--- config.mk ---
export PLATFORM = sky130hd
export DESIGN_NAME = regbank_32_wr
export DESIGN_NICKNAME = d
export VERILOG_FILES = /design/src/rtl/regbank_32_wr.sv
export SDC_FILE = /design/constraint.sdc
export NUM_CORES = 2
export LEC_CHECK = 0
export CORE_AREA = 2 2 421 423
export CTS_CLUSTER_SIZE = 12
export DETAILED_ROUTE_END_ITERATION = 6
export DIE_AREA = 0 0 423 425
export GPL_ROUTABILITY_DRIVEN = 0
export PLACE_DENSITY = 0.43
export SLEW_MARGIN = 20
export SYNTH_ARGS = -nofsm -noshare
export SYNTH_HDL_FRONTEND = slang
export SYNTH_SLANG_ARGS = --single-unit
--- constraint.sdc ---
create_clock -name clock -period 2.9 [get_ports clock]
set_input_delay 0.725 -clock clock [delete_from_list [all_inputs] [get_ports clock]]
set_output_delay 0.725 -clock clock [all_outputs]
set_load 0.1 [all_outputs]
--- src/rtl/regbank_32_wr.sv ---
// rtl/regbank_32_wr.sv - write side of the 32x32 register bank with clear-sweep sequencer
// Optional build macro: ZERO_REG_EN (register 0 hardwired to zero, sweep covers 1..31).
module regbank_32_wr (
  input  logic          clock,
  input  logic          reset,
  input  logic          we,
  input  logic [4:0]    wr_sel,
  input  logic [31:0]   wr_data,
  input  logic          clr_req,
  output logic          busy,
  output logic          wr_ack,
  output logic [1023:0] q
);

`ifdef ZERO_REG_EN
  localparam int FIRST = 1;
`else
  localparam int FIRST = 0;
`endif

  typedef enum logic {IDLE, CLEAR} state_t;

  state_t     state, state_next;
  logic [4:0] ptr, ptr_next;
  logic       accept, sweep;
  logic [31:FIRST] wen, clr_hit;

  always_ff @(posedge clock) begin
    if (reset) begin
      state <= IDLE;
      ptr   <= '0;
    end else begin
      state <= state_next;
      ptr   <= ptr_next;
    end
  end

  // The pointer parks at 31 after the last clear instead of wrapping.
  always_comb begin
    state_next = state;
    ptr_next   = ptr;
    case (state)
      IDLE: begin
        if (clr_req) begin
          state_next = CLEAR;
          ptr_next   = 5'(FIRST);
        end
      end
      CLEAR: begin
        if (ptr == 5'd31) begin
          state_next = IDLE;
        end else begin
          ptr_next = ptr + 5'd1;
        end
      end
      default: state_next = IDLE;
    endcase
  end

  always_comb begin
    busy   = (state == CLEAR);
    sweep  = (state == CLEAR);
    accept = (state == IDLE) && we && !clr_req;
  end

  always_comb begin
    wen     = '0;
    clr_hit = '0;
    for (int k = FIRST; k < 32; k++) begin
      wen[k]     = accept && (wr_sel == 5'(k));
      clr_hit[k] = sweep && (ptr == 5'(k));
    end
  end

  always_ff @(posedge clock) begin
    if (reset) begin
      wr_ack <= 1'b0;
    end else begin
      wr_ack <= accept;
    end
  end

  // A write to a hardwired index is still acknowledged via accept; only storage is absent.
  for (genvar k = 0; k < 32; k++) begin : g_reg
    if (k < FIRST) begin : g_zero
      assign q[32*k +: 32] = '0;
    end else begin : g_store
      logic [31:0] r;
      always_ff @(posedge clock) begin
        if (reset) begin
          r <= '0;
        end else if (clr_hit[k]) begin
          r <= '0;
        end else if (wen[k]) begin
          r <= wr_data;
        end
      end
      assign q[32*k +: 32] = r;
    end
  end

endmodule

==> flow_summary_export.csv <==
group,metric,value,unit
cells_and_area,fillerInstances,18710,
cells_and_area,syn2layout_area_growth,40.24,%
cts,cts_max_path_buffers,3,
sta,unrepaired_setup_endpoints_after_global_routing,"false",
route,avgViaCountPerCell,5.316,
cells_and_area,num-nets-final,5683,
cts,ctsResizeCount,0,
global_route,grt_start_max_net_pins,160,
cells_and_area,commonest_cells_after_routing_fill_and_taps_aside,"buf_4, dfxtp_1, a21oi_1, nand3_1, o21ai_0",
global_route,grt_remaining_overflow,0,
power_and_ir_drop,max-vdd-ir-drop,489.2,uV
sta,worst_clock_skew,0.02716,ns
job,cap_violations,0,
synthesis,synthesis.area,39690,um2
sta,fmax,377.9,MHz
critical_path,worst_setup_path_start_kind,"flop",
power_and_ir_drop,cellLeakagePower,20.13,nW
cts,clk_latency,0.76,ns
critical_path,worstPathArrival,1.92,ns
cts,tritoncts,"built",
synthesis,synth_nets,4921,
cts,clk_tree_root_cell,"clkbuf_16",
cts,cts_made_buffers,121,
sta,holdWs,0.3383,ns
sta,minimum_clock_period_after_layout,2.646,ns
route,drt_pre_antenna_iters,6,
floorplanning,die_y,425,um
global_route,first_global_vias,39150,
critical_path,path_max_fanout,22,
floorplanning,ioPinCount,1067,
synthesis,seq_total_area_yosys,52.00,%
sta,final_critical_path_setup_slack,0.2536,ns
route,wire_per_inst,30.17,um
power_and_ir_drop,total_power,0.03302,W
sta,report.final.setup_viol,0,
synthesis,synth-edff-count,0,
placement,port-buffer-count,1066,
cells_and_area,ratio_of_cells_with_drive_above_1_in_the_final_layout,27.03,%
sta,hold_viol,0,
route,initialDrtViolationCount,4617,
critical_path,worst_setup_path_end_kind,"output pin",
synthesis,postSynthRegisterBits,1031,
floorplanning,initial_utilization,22.64,%
global_route,antenna_found_initial,17,
global_route,grt_first_pass_wirelength,329400,um
critical_path,crit_path_max_incr_delay,0.55,ns
cts,postCtsSetupRepairBufs,0,
placement,pre_cts_slack,-0.1035,ns
cts,clkSlewWorstSetupHoldPaths,0.06,ns
cells_and_area,seq_area,20640,um2
cts,tritoncts_num_sinks,1031,
sta,final-max-slew-violation-count,0,
route,number_of_nets_with_antenna_violations_after_detailed_routing,0,
critical_path,crit_slowest_cell,"dfxtp_1",
critical_path,crit_required,2.17,ns
floorplanning,floorplan.die.width,423,um
synthesis,synth_cells,4874,
cts,hold_buffers,0,
synthesis,synth_area_per_cell,8.144,um2
synthesis,synth_cell_type_count,36,
critical_path,timing.critical_path.cells,"buf_4 > buf_12",
synthesis,synthArstFlopShare,0,%
critical_path,setup.reg_to_reg.worst_slack,0.32,ns
synthesis,ys_dominant_reg_cell,"dfxtp_1",
sta,layout_worst_path_cycle_share,91.26,%
route,drt_drc_violations_left,0,
power_and_ir_drop,pwr_density_cell,593.1,nW/um2
critical_path,path_class,"flop to output pin",
floorplanning,fp.dieArea,179800,um2
route,dr_total_vias,43020,
synthesis,number_of_warning_messages_in_the_yosys_log,0,
cts,cts_htree_levels,3,
floorplanning,rows,154,
global_route,grt_total_usage,25.56,%
placement,hpwl,152800,um
cells_and_area,multiInputGateArea,16760,um2
route,overall_routed_net_length,244100,um
sta,timing.slew.headroom,20.04,%
cells_and_area,fin_util,31.75,%
sta,worst-slew-pin-transition,1.199,ns
cells_and_area,layout_commonest_cell,"buf_4",
sta,setup-tns-final,0,ns
outcome,outcome,"finished clean",
floorplanning,core_box_area,175300,um2
hold_path,hold_class,"input port to flop",
## cells in the mapped netlist (3+ instances only)
cell,instances,area (um2)
dfxtp_1,1031,20640
and4b_1,3,30.03
nand4bb_1,7,78.83
nor3_1,5,25.02
o21ai_0,966,4835
nor4b_2,4,60.06
a21oi_1,1029,5150
nand3_1,1028,5145
and4bb_2,4,50.05
o21ai_1,62,310.3
nand4b_1,4,35.03
clkbuf_1,433,1625
buf_1,8,30.03
o21bai_1,30,225.2
nand2b_1,4,25.02
ha_1,6,75.07
or4b_1,4,40.04
nand3b_1,4,30.03
buf_2,213,1066
inv_1,4,15.01
buf_6,4,45.04
## worst max-delay path, delay by kind of cell, from the launching register on
| family | cells | cell delay [ns] |
|---|---|---|
| flip-flops | 1 | 0.55 |
| buffers and inverters | 2 | 0.59 |
## where the power goes
part / internal (W) / switching, W
combinational: 0.000525 / 0.00217
sequential: 0.0142 / 0.0000319
clock: 0.00936 / 0.00672
## metrics by stage
stage	cell area, um2	instances
after floorplan	39690	4874
after global placement	51430	7849
after detailed placement	51470	7851
after CTS	55600	8079
after global routing	55640	8083
final	55660	8092
## state kept, by name, indices dropped and copies added (netlist names)
register / count
g.g_store.r: 1024
ptr: 5
busy: 1
wr_ack: 1
## layout make-up
class                   count  area share, %
flip-flops and latches   1031          37.08
multi-input cells        3179          30.11
repair buffers           1299          20.06
clock buffers             183          6.474
well taps                2340          5.260
clock inverters            45         0.9418
diodes                     11        0.04945
inverters                   4        0.02697
## routing by layer
layer	up-vias	global-route usage, %	part of all wire, %
li1	18940	-	-
met4	8	13.22	5.6
met2	1959	42.00	48
met3	468	5.238	7.0
met1	21650	31.55	40
met5	-	0	0.021
## logic make-up (layout without fill, tap and decap cells)
group	after synthesis	in the layout	synth area share [%]
buf+inv	664	1531	7.045
compound gates	2089	2089	26.55
simple gates	1084	1084	14.22
fa+ha+maj	6	6	0.1891
other cells	0	11	0
flops	1031	1031	52.00
## worst paths after layout
check	start	end	cells after the start
max	busy	busy	2
min	wr_data[22]	g_reg[28].g_store.r[22]	3
max reg2reg	busy	g_reg[16].g_store.r[16]	4
min reg2reg	g_reg[20].g_store.r[5]	g_reg[20].g_store.r[5]	2
Note: power is estimated with default switching activity, not from simulation.
